<file path="config.mk">
export PLATFORM = sky130hd
export DESIGN_NAME = scorehand_seq
export DESIGN_NICKNAME = d
export VERILOG_FILES = /design/src/rtl/scorehand_seq.sv
export SDC_FILE = /design/constraint.sdc
export NUM_CORES = 1
export LEC_CHECK = 0
export ABC_AREA = 1
export BUFFER_PORTS_ARGS = -buffer_cell sky130_fd_sc_hd__clkbuf_2
export CAP_MARGIN = 10
export CORE_MARGIN = 3
export CORE_UTILIZATION = 55
export CTS_BUF_LIST = sky130_fd_sc_hd__clkbuf_4 sky130_fd_sc_hd__clkbuf_8 sky130_fd_sc_hd__clkbuf_16
export DETAILED_ROUTE_END_ITERATION = 8
export PLACE_DENSITY = 0.79
export SYNTH_ARGS = -nofsm -noshare
export SYNTH_HDL_FRONTEND = slang
export SYNTH_SLANG_ARGS = --single-unit
</file>
<file path="constraint.sdc">
create_clock -name slow_clock -period 2.65 [get_ports slow_clock]
set_clock_uncertainty 0.2 [all_clocks]
set_input_delay 0.53 -clock slow_clock [delete_from_list [all_inputs] [get_ports slow_clock]]
set_output_delay 0.53 -clock slow_clock [all_outputs]
set_load 0.03 [all_outputs]
</file>
<file path="src/rtl/scorehand_seq.sv">
// scorehand_seq
// Multi-hand running baccarat scorer. Cards arrive one at a time over a
// valid/ready stream and each card is routed to the hand named by card_hand.
// Every hand keeps a registered score (mod 10), a card count, a full flag and
// a natural flag. All per-hand outputs are registered (latency 1).
//
// Ports:
//   slow_clock  sole clock, rising edge
//   resetb      asynchronous active-low reset
//   clear       synchronous clear of all hands
//   card_valid  card_hand / card_value valid this cycle
//   card_ready  block accepts a card this cycle (low while clear or in reset)
//   card_hand   target hand index
//   card_value  1 = A, 2..9 pips, 10..13 = 10/J/Q/K; 0, 14, 15 illegal
//   totals      per-hand score, hand i at [4i+3:4i]
//   counts      per-hand accepted card count, hand i at [CW*i +: CW]
//   full        hand i accepts no more cards
//   natural     hand i scored 8 or 9 on exactly two cards
//   err         one-cycle pulse after a rejected transfer
module scorehand_seq #(
    parameter int NUM_HANDS = 2,
    parameter int MAX_CARDS = 3,
    localparam int HW = (NUM_HANDS > 1) ? $clog2(NUM_HANDS) : 1,
    localparam int CW = $clog2(MAX_CARDS + 1)
) (
    input  logic                    slow_clock,
    input  logic                    resetb,
    input  logic                    clear,
    input  logic                    card_valid,
    output logic                    card_ready,
    input  logic [HW-1:0]           card_hand,
    input  logic [3:0]              card_value,
    output logic [4*NUM_HANDS-1:0]  totals,
    output logic [CW*NUM_HANDS-1:0] counts,
    output logic [NUM_HANDS-1:0]    full,
    output logic [NUM_HANDS-1:0]    natural,
    output logic                    err
);

    // Per-hand state, derived from count and full flag
    localparam logic [1:0] ST_EMPTY   = 2'd0;
    localparam logic [1:0] ST_PARTIAL = 2'd1;
    localparam logic [1:0] ST_LOCKED  = 2'd2;

    logic                 ready_q;
    logic                 transfer;
    logic                 value_legal;
    logic [3:0]           value_pts;
    logic [NUM_HANDS-1:0] accept;
    logic                 err_q;

    // ready_q holds card_ready low during reset and until the first edge after
    // release; afterwards only clear can drop card_ready.
    always_ff @(posedge slow_clock or negedge resetb) begin
        if (!resetb) begin
            ready_q <= 1'b0;
        end else begin
            ready_q <= 1'b1;
        end
    end

    assign card_ready = ready_q & ~clear;
    assign transfer   = card_valid & card_ready;

    // Card code to baccarat points; face cards and tens score zero.
    always_comb begin
        value_legal = 1'b0;
        value_pts   = 4'd0;
        if (card_value >= 4'd1 && card_value <= 4'd9) begin
            value_legal = 1'b1;
            value_pts   = card_value;
        end else if (card_value >= 4'd10 && card_value <= 4'd13) begin
            value_legal = 1'b1;
            value_pts   = 4'd0;
        end
    end

    for (genvar i = 0; i < NUM_HANDS; i++) begin : g_hand
        logic [3:0]    total_q;
        logic [CW-1:0] count_q;
        logic          full_q;
        logic          natural_q;
        logic [1:0]    state;
        logic [4:0]    sum;
        logic [3:0]    total_next;
        logic [CW-1:0] count_next;

        // An out-of-range card_hand matches no hand, so it is rejected for free.
        assign accept[i] = transfer & value_legal & (card_hand == HW'(i)) & ~full_q;

        assign state = full_q ? ST_LOCKED :
                       (count_q == '0) ? ST_EMPTY : ST_PARTIAL;

        // Sum is at most 9 + 9 = 18, so one conditional subtract gives mod 10.
        assign sum        = {1'b0, total_q} + {1'b0, value_pts};
        assign total_next = (sum >= 5'd10) ? 4'(sum - 5'd10) : sum[3:0];
        assign count_next = count_q + CW'(1);

        // Natural is judged only on the card that brings the count to two.
        always_ff @(posedge slow_clock or negedge resetb) begin
            if (!resetb) begin
                total_q   <= 4'd0;
                count_q   <= '0;
                full_q    <= 1'b0;
                natural_q <= 1'b0;
            end else if (clear) begin
                total_q   <= 4'd0;
                count_q   <= '0;
                full_q    <= 1'b0;
                natural_q <= 1'b0;
            end else if (accept[i]) begin
                case (state)
                    ST_EMPTY, ST_PARTIAL: begin
                        total_q <= total_next;
                        count_q <= count_next;
                        if (count_next == CW'(MAX_CARDS)) begin
                            full_q <= 1'b1;
                        end
                        if (count_next == CW'(2) && total_next >= 4'd8) begin
                            full_q    <= 1'b1;
                            natural_q <= 1'b1;
                        end
                    end
                    default: begin
                        total_q <= total_q;
                    end
                endcase
            end
        end

        assign totals[4*i +: 4]   = total_q;
        assign counts[CW*i +: CW] = count_q;
        assign full[i]            = full_q;
        assign natural[i]         = natural_q;
    end

    // A transfer that no hand accepted is a rejection. Clear forces
    // card_ready low, so a clear edge never reports an error.
    always_ff @(posedge slow_clock or negedge resetb) begin
        if (!resetb) begin
            err_q <= 1'b0;
        end else begin
            err_q <= transfer & ~(|accept);
        end
    end

    assign err = err_q;

endmodule

</file>
==> results.md, run 1 <==
* CTS Buf Count at 3
* DRC at 0
* Initial antenna violation count at 0
* Layout Nets at 267
* Post-synth EDFFs at 0
* Syn Std Cell Area at 1503 µm²
* Most frequent cell after synthesis: nand2_1
* Core box area at 2545 µm²
* Die area at 3395 µm²
* # IOs at 27
* PwrDens at 341.9 nW/µm²
* Post-Syn Nets at 227
* Ys Warns at 0
* Setup crit end kind: flip-flop
* Clk sinks at 18
* Setup tns final at 0 ns
* Root Driver: clkbuf_4
* Largest net degree at the start of global routing at 19
* Clock slew at reported path FFs at 0.10 ns
* Synth Area per Inst at 7.366 µm²
* Tot GR Track Use at 20.33%
* Seq cells post-synth at 18
* Hold Crit Endpoint: g_hand[1].full_q$_DFFE_PN0P_
* # diodes at 0
* Hold WC Path Type: input pin to flip-flop
* CP Max Fanout at 4
* Initial cell density of the core at 59.05%
* Worst hold margin at 0.2815 ns
* CTS resizes at 0
* Placer congestion estimate at 0.8731
* IR drop worst, VDD at 459.5 µV
* Clk buf depth at 2
* Post-synth top cells: nand2_1 (43), inv_1 (38), dfrtp_1 (18)
* First-pass GRT wire length at 5423 µm
* R2r endpoint: g_hand[0].full_q$_DFFE_PN0P_
* Max_cap viols at 0
* IO Port Bufs at 26
* Run status: complete, no violations
* Final Setup Violations at 0
* Dpl hpwl at 2580 µm
* CP arrival at 2.45 ns
* Setup ws final at 0.2173 ns
* F_max at 411.1 MHz
* WHS Path Cells at 2
* Met2 Resource Use GR at 34.77%
* Vias in the first global route at 1315
* Die Y at 58.27 µm
* Leak at 0.9956 nW
* Top_reg_cell synth: dfrtp_1
* Global routing usage on met3 at 1.336%
* Worst min-delay path startpoint: clear
* Share of Yosys cell area claimed by the top area cell type at 29.98%
* H-tree levels at 1
* Hold_buf cts at 1
* Die W at 58.27 µm
* Netlist cell types at 23
* Area leader, netlist: dfrtp_1
* Fin crit period at 2.433 ns
* Met1 usage at 27.93%
* Routed via count at 1346
* 1st-iter DRT viols at 79
* Global routing's busiest layer: met2
* Unrepaired setup endpoints after global routing: false
* Clock latency at the later pin of the worst-skew pair at 0.29 ns
* Reg-to-Reg Start: g_hand[0].total_q[1]$_DFFE_PN0P_
* Final Hold Fails at 0
* Core Rows at 18
* DRT antenna net count at 0
* Setup slack, reg-to-reg at 0.48 ns
* Register area share after synthesis at 29.98%
* Routed wire length per instance at 11.18 µm
* Post-CTS Setup Inserts at 0
* DRT Pass-1 Iters at 4
* Required time worst endpoint at 2.67 ns
* Vias per cell at 4.930
* R2R cell count at 15
* CTS tree: done
* Crit path kind: input pin to flip-flop
* DP Worst Slack at -0.07733 ns
* Setup crit start kind: input pin
* Period utilisation layout at 91.80%
* Pwr Total at 0.6074 mW
* Overflow after GRT at 0
* Post-Syn Instances at 204
* Synth area leaders: dfrtp_1 (30%), ha_1 (12%), nand2_1 (11%)
* Pins Over Slew Limit at 0
* Layout cells sized above 1 at 28.40%
* FFs w/ async S/R, synth at 100.0%
* Routed WL at 3051 µm
* Area grow syn2layout at 18.23%
==> how the worst max path moves through the flow <==
stage | from | end | depth (start not counted)
finish | card_value[2] | g_hand[0].full_q$_DFFE_PN0P_ | 17
global route | card_value[2] | g_hand[0].natural_q$_DFFE_PN0P_ | 17
CTS | card_value[2] | g_hand[0].full_q$_DFFE_PN0P_ | 17
detailed placement | card_value[2] | g_hand[0].full_q$_DFFE_PN0P_ | 17
global placement | card_value[2] | g_hand[0].full_q$_DFFE_PN0P_ | 17
floorplan | card_value[2] | g_hand[1].total_q[1]$_DFFE_PN0P_ | 17
==> final cells by class <==
cell class	count	area, µm²
sequential	18	450.4
tap	30	37.54
multi-input combinational	142	872.1
fill	211	768.2
inverter	40	150.1
timing repair buffer	39	230.2
clock buffer	4	36.28
==> sequential cells by signal, summed over array words and instances (netlist names) <==
register	count
err	1
g_hand.count_q	4
g_hand.natural_q	2
ready_q	1
g_hand.total_q	8
g_hand.full_q	2
==> metal layers <==
layer  vias to the layer above  wire, µm
li1                        728         -
met5                         -         0
met4                         0        21
met1                       586      1586
met2                        28      1346
met3                         4        97
==> through the flow <==
stage | area, µm² | cells | utilization (%)
after floorplan | 1503 | 204 | -
after global placement | 1730 | 268 | 67.99
after detailed placement | 1730 | 268 | 67.99
after CTS | 1777 | 273 | 69.81
after global routing | 1777 | 273 | 69.81
final | 1777 | 273 | 69.81
==> cell families after synthesis <==
logic type	count (synthesis)	share of synthesized area (%)
compound gates	24	8.410
xor+xnor	2	1.166
fa+ha+maj	14	11.66
buf+inv	44	11.99
flops	18	29.97
other cells	1	0.2496
simple gates	101	36.55
==> cells in the final DEF (no fill, tap or decap), types with 2 or more instances in the layout <==
cell and n:
nor2_2 3, buf_4 12, nand3b_1 2, clkbuf_2 26, nand3_1 15, nand4_1 4
xor2_1 2, nor3_4 4, ha_1 14, nand3_2 8, o21ai_0 6, dfrtp_1 18
nand2_2 8, clkbuf_4 3, inv_2 2, o21ai_1 4, a21oi_1 11, nand2_1 43
nor2_1 12, o22ai_1 2, inv_1 38
==> power by group <==
group	switching, mW	internal (mW)
registers	0.00536	0.281
clock network	0.0806	0.0837
logic	0.101	0.0564
total	0.187	0.421
==> worst max-delay path: stages <==
cell	delay [ns]
clkbuf_2	0.11
nor2_2	0.17
a21oi_2	0.08
inv_1	0.05
a21oi_1	0.07
ha_1	0.20
ha_1	0.18
inv_1	0.07
nand2_1	0.05
nand2_1	0.07
nand2_1	0.08
ha_1	0.21
inv_1	0.08
nand3_2	0.10
nand4_1	0.14
nand3_2	0.11
a21oi_1	0.13
Power figures use the tool's default switching activity.
==> inputs of run 2 (changes only) <==
==> constraint.sdc (replaced) <==
create_clock -name slow_clock -period 2.65 [get_ports slow_clock]
set_clock_uncertainty 0.2 [all_clocks]
set_input_delay 0.1325 -clock slow_clock [delete_from_list [all_inputs] [get_ports slow_clock]]
set_output_delay 0.1325 -clock slow_clock [all_outputs]
set_load 0.03 [all_outputs]
==> results.md, run 2 (synthesized netlist as in run 1, its figures left out) <==
* PwrDens at 349.7 nW/µm²
* Metal-1 WL at 1482 µm
* Largest net degree at the start of global routing at 19
* Post-Place Cell Area at 1648 µm²
* Die Y at 58.27 µm
* Unrepaired setup endpoints after global routing: false
* CTS Buf Count at 3
* Setup tns final at 0 ns
* Vias in the first global route at 1236
* Initial antenna violation count at 0
* Most frequent CP cell: nand2_1
* Setup crit start kind: flip-flop
* Met3 routed WL at 106 µm
* Hold WC Path Type: input pin to async pin
* Most frequent cells in the layout: nand2_1 (43), inv_1 (38), clkbuf_2 (26), dfrtp_1 (18), nand3_1 (15)
* Routed via count at 1355
* Core box area at 2545 µm²
* Largest register FFs at 8
* H-tree levels at 1
* Overflow after GRT at 0
* Hold_buf cts at 4
* Final Setup Violations at 0
* 1st-iter DRT viols at 60
* Leak at 0.9571 nW
* Cell breakdown of the critical path: nand4_1, nand2_1, inv_1, ha_1, inv_1, nand2_1, nand2_1, nand2_1, ha_1, inv_1, nand3_2, nand4_1, nand3_2, a21oi_1
* Worst hold margin at 0.1027 ns
* CTS tree: done
* Commonest non-fill, non-tap cell in the layout: nand2_1
* Slowest stage delay, CP at 0.41 ns
* Fin crit period at 2.305 ns
* IO Port Bufs at 26
* Top flop regs: g_hand.total_q x8, g_hand.count_q x4
* Tot GR Track Use at 18.95%
* DRT antenna net count at 0
* Placer congestion estimate at 0.8387
* Reg with most FFs: g_hand.total_q
* CP top delay family: simple AND/OR/NAND/NOR gates
* IR drop worst, VDD at 338.9 µV
* DRT Pass-1 Iters at 4
* Finished Cell Area at 1724 µm²
* Die W at 58.27 µm
* Dpl hpwl at 2466 µm
* First-pass GRT wire length at 5112 µm
* Pwr Total at 0.6030 mW
* Setup crit end kind: flip-flop
* Crit path kind: flip-flop to flip-flop
* Met2 routed WL at 1386 µm
* DRC at 0
* Layout Nets at 259
* Layout cells sized above 1 at 24.68%
* Area grow syn2layout at 14.74%
* Max_cap viols at 0
* CTS resizes at 0
* Root Driver: clkbuf_4
* Clock slew at reported path FFs at 0.10 ns
* Post-CTS Setup Inserts at 0
* Clk buf depth at 2
* Routed wire length per instance at 11.28 µm
* F_max at 433.8 MHz
* Core Rows at 18
* Routed WL at 2989 µm
* Slowest CP cell: dfrtp_1
* Pins Over Slew Limit at 0
* CP Max Fanout at 4
* Clock latency at the later pin of the worst-skew pair at 0.29 ns
* # IOs at 27
* Initial cell density of the core at 59.05%
* Run status: complete, no violations
* Final Hold Fails at 0
* # diodes at 0
* Required time worst endpoint at 2.67 ns
* Clk sinks at 18
* CP arrival at 2.32 ns
* Period utilisation layout at 86.98%
* Final Util at 67.75%
* Die area at 3395 µm²
* CP Buf/Inv Count at 3
* Top Metal Used: met4
* Vias per cell at 5.113
==> run 2: cell count changes in the layout (fill, tap and decap cells not counted) <==
cell and change:
buf_4 -11, dlygate4sd3_1 +3
==> run 2: final timing paths <==
check                                                       from                               end  slack [ns]  cells past startpoint
worst max-delay path            g_hand[1].total_q[1]$_DFFE_PN0P_      g_hand[1].full_q$_DFFE_PN0P_        0.34                     14
worst min-delay path                                      resetb  g_hand[1].count_q[0]$_DFFE_PN0P_        0.10                      2
worst max register to register  g_hand[1].total_q[1]$_DFFE_PN0P_      g_hand[1].full_q$_DFFE_PN0P_        0.34                     14
worst min register to register   g_hand[0].natural_q$_DFFE_PN0P_   g_hand[0].natural_q$_DFFE_PN0P_        0.33                      2
max in group asynchronous                                 resetb  g_hand[0].total_q[1]$_DFFE_PN0P_        1.85                      2
min in group slow_clock          g_hand[0].natural_q$_DFFE_PN0P_   g_hand[0].natural_q$_DFFE_PN0P_        0.33                      2
==> run 2: layout make-up <==
| type | count | area, µm² |
|---|---|---|
| fillers | 228 | 820.8 |
| multi-input cells | 142 | 872.1 |
| inverters | 40 | 150.1 |
| clock buffers | 4 | 36.28 |
| flip-flops and latches | 18 | 450.4 |
| well taps | 30 | 37.54 |
| repair buffers | 31 | 177.7 |
==> run 2: per-layer routing <==
layer	vias to the layer above	track usage, %
li1	714	-
met4	0	5.960
met5	-	0
met3	2	2.004
met2	28	31.74
met1	611	25.56
==> run 2: through the flow <==
stage	setup slack, ns	std cells
floorplan	0.3814	204
global placement	0.2334	257
detailed placement	0.1119	257
CTS	0.3774	265
global route	0.1027	265
finish	0.3449	265
==> run 2: power breakdown <==
group / leakage, nW / switching [mW] / internal [mW] / total, mW
clock network: 0.0210 / 0.0836 / 0.0836 / 0.167
registers: 0.247 / 0.00519 / 0.281 / 0.286
logic: 0.689 / 0.0991 / 0.0508 / 0.150
total: 0.957 / 0.188 / 0.415 / 0.603
==> inputs of run 3 (changes only) <==
clock period = 2.23 ns   (was 2.65 ns; I/O delays follow)
==> results.md, run 3 (synthesized netlist as in run 1, its figures left out) <==
* Post-Layout Cell Count at 281
* Die area at 3395 µm²
* Max_cap viols at 0
* H-tree levels at 1
* Die Y at 58.27 µm
* Largest register FFs at 8
* # IOs at 27
* Hold WC Path Type: input pin to async pin
* CTS Buf Count at 3
* Fillers at 201
* Die W at 58.27 µm
* Initial antenna violation count at 0
* Vias in the first global route at 1273
* Top flop regs: g_hand.total_q x8, g_hand.count_q x4
* First-pass GRT wire length at 5430 µm
* Required time worst endpoint at 2.22 ns
* Pins Over Slew Limit at 0
* Final Setup Violations at 0
* Clock slew at reported path FFs at 0.10 ns
* Area of the multi-input gates at 950.9 µm²
* Clock latency at the later pin of the worst-skew pair at 0.30 ns
* Unrepaired setup endpoints after global routing: true
* Reg with most FFs: g_hand.total_q
* 1st-iter DRT viols at 49
* Leak at 1.046 nW
* IO Port Bufs at 26
* CTS tree: done
* DRT Pass-1 Iters at 4
* Initial cell density of the core at 59.05%
* Tot GR Track Use at 20.45%
* Core box area at 2545 µm²
* Vias per cell at 5.028
* Overflow after GRT at 0
* Clk sinks at 18
* Reg area at 452.9 µm²
* Period utilisation layout at 96.78%
* Commonest non-fill, non-tap cell in the layout: nand2_1
* PwrDens at 390.8 nW/µm²
* Placer congestion estimate at 0.9161
* Worst hold margin at 0.06136 ns
* Inst Count DP at 266
* Fin crit period at 2.158 ns
* Setup crit start kind: flip-flop
* DRC at 0
* Core Rows at 18
* Area grow syn2layout at 28.39%
* Largest net degree at the start of global routing at 19
* Final Hold Fails at 0
* # diodes at 0
* Pwr Total at 0.7539 mW
* Routed wire length per instance at 12.03 µm
* Final Util at 75.81%
* DRT antenna net count at 0
* Dpl hpwl at 2509 µm
* Most frequent cells in the layout: nand2_1 (38), inv_1 (33), clkbuf_2 (26), dfrtp_1 (16), buf_4 (16)
* Root Driver: clkbuf_4
* Setup crit end kind: flip-flop
* Crit path kind: flip-flop to flip-flop
* CP arrival at 2.15 ns
* Routed via count at 1413
* Clk buf depth at 2
* Layout cells sized above 1 at 38.65%
* Run status: complete, no violations
* IR drop worst, VDD at 413.1 µV
* Layout Nets at 275
* CP Max Fanout at 3
* F_max at 463.4 MHz
* Routed WL at 3381 µm
## run 3: cell count changes in the layout (fill, tap and decap cells not counted), sizes merged
cell	change
buf	+16
## run 3: area by class of cell
cell class                      instances  area share [%]
Tap cell                               30           1.946
Multi-Input combinational cell        142           49.29
Sequential cell                        18           23.48
Inverter                               40           7.782
Clock buffer                            4           1.881
Timing Repair Buffer                   47           15.63
## run 3: worst max-delay path, stage by stage (launching register included)
cell     delay, ns
dfrtp_2       0.44
inv_2         0.06
nand2_1       0.06
nand2_1       0.06
inv_1         0.04
ha_2          0.17
inv_2         0.05
nand2_2       0.04
nand2_2       0.06
buf_6         0.09
nor2_2        0.04
nor3_4        0.26
nand4_1       0.20
buf_4         0.18
nand3_2       0.04
nand2_1       0.05
## run 3: report_power, final
part	leakage, nW	switching [mW]	internal, mW
clock network	0.0210	0.102	0.0996
registers	0.244	0.00625	0.334
logic	0.781	0.132	0.0798
total	1.05	0.241	0.513
## run 3: routing by layer
layer  part of all wire, %  GRT usage, %
met1                    45         27.79
met2                    49         34.13
met3                   4.1         1.559
met4                   1.2         6.954
met5                     0             0
## run 3: timing repair
action	in CTS	in global routing
gates resized for setup	0	27
hold buffers	4	0
setup buffers	0	7
endpoints found under the setup margin	0	10
endpoints found under the hold margin	29	0
## run 3: metrics by stage
| step | setup TNS [ns] | cell area [µm²] | setup WS, ns |
|---|---|---|---|
| after floorplan | 0 | 1505 | 0.05182 |
| after global routing | -0.1567 | 1929 | -0.05985 |
| after global placement | -0.1896 | 1718 | -0.05152 |
| after detailed placement | -0.8542 | 1718 | -0.1174 |
| after CTS | 0 | 1794 | 0.02903 |
| final | 0 | 1929 | 0.07186 |
## run 3: worst paths after layout
check | from | depth (start not counted) | endpoint | slack, ns
setup reg to reg | g_hand[0].total_q[1]$_DFFE_PN0P_ | 15 | g_hand[0].total_q[3]$_DFFE_PN0P_ | 0.07
hold reg to reg | g_hand[0].natural_q$_DFFE_PN0P_ | 2 | g_hand[0].natural_q$_DFFE_PN0P_ | 0.33
min in group slow_clock | card_value[0] | 6 | g_hand[1].total_q[0]$_DFFE_PN0P_ | 0.29
setup / recovery | g_hand[0].total_q[1]$_DFFE_PN0P_ | 15 | g_hand[0].total_q[3]$_DFFE_PN0P_ | 0.07
max in group asynchronous | resetb | 2 | g_hand[1].total_q[1]$_DFFE_PN0P_ | 1.44
hold / removal | resetb | 2 | g_hand[1].count_q[0]$_DFFE_PN0P_ | 0.06
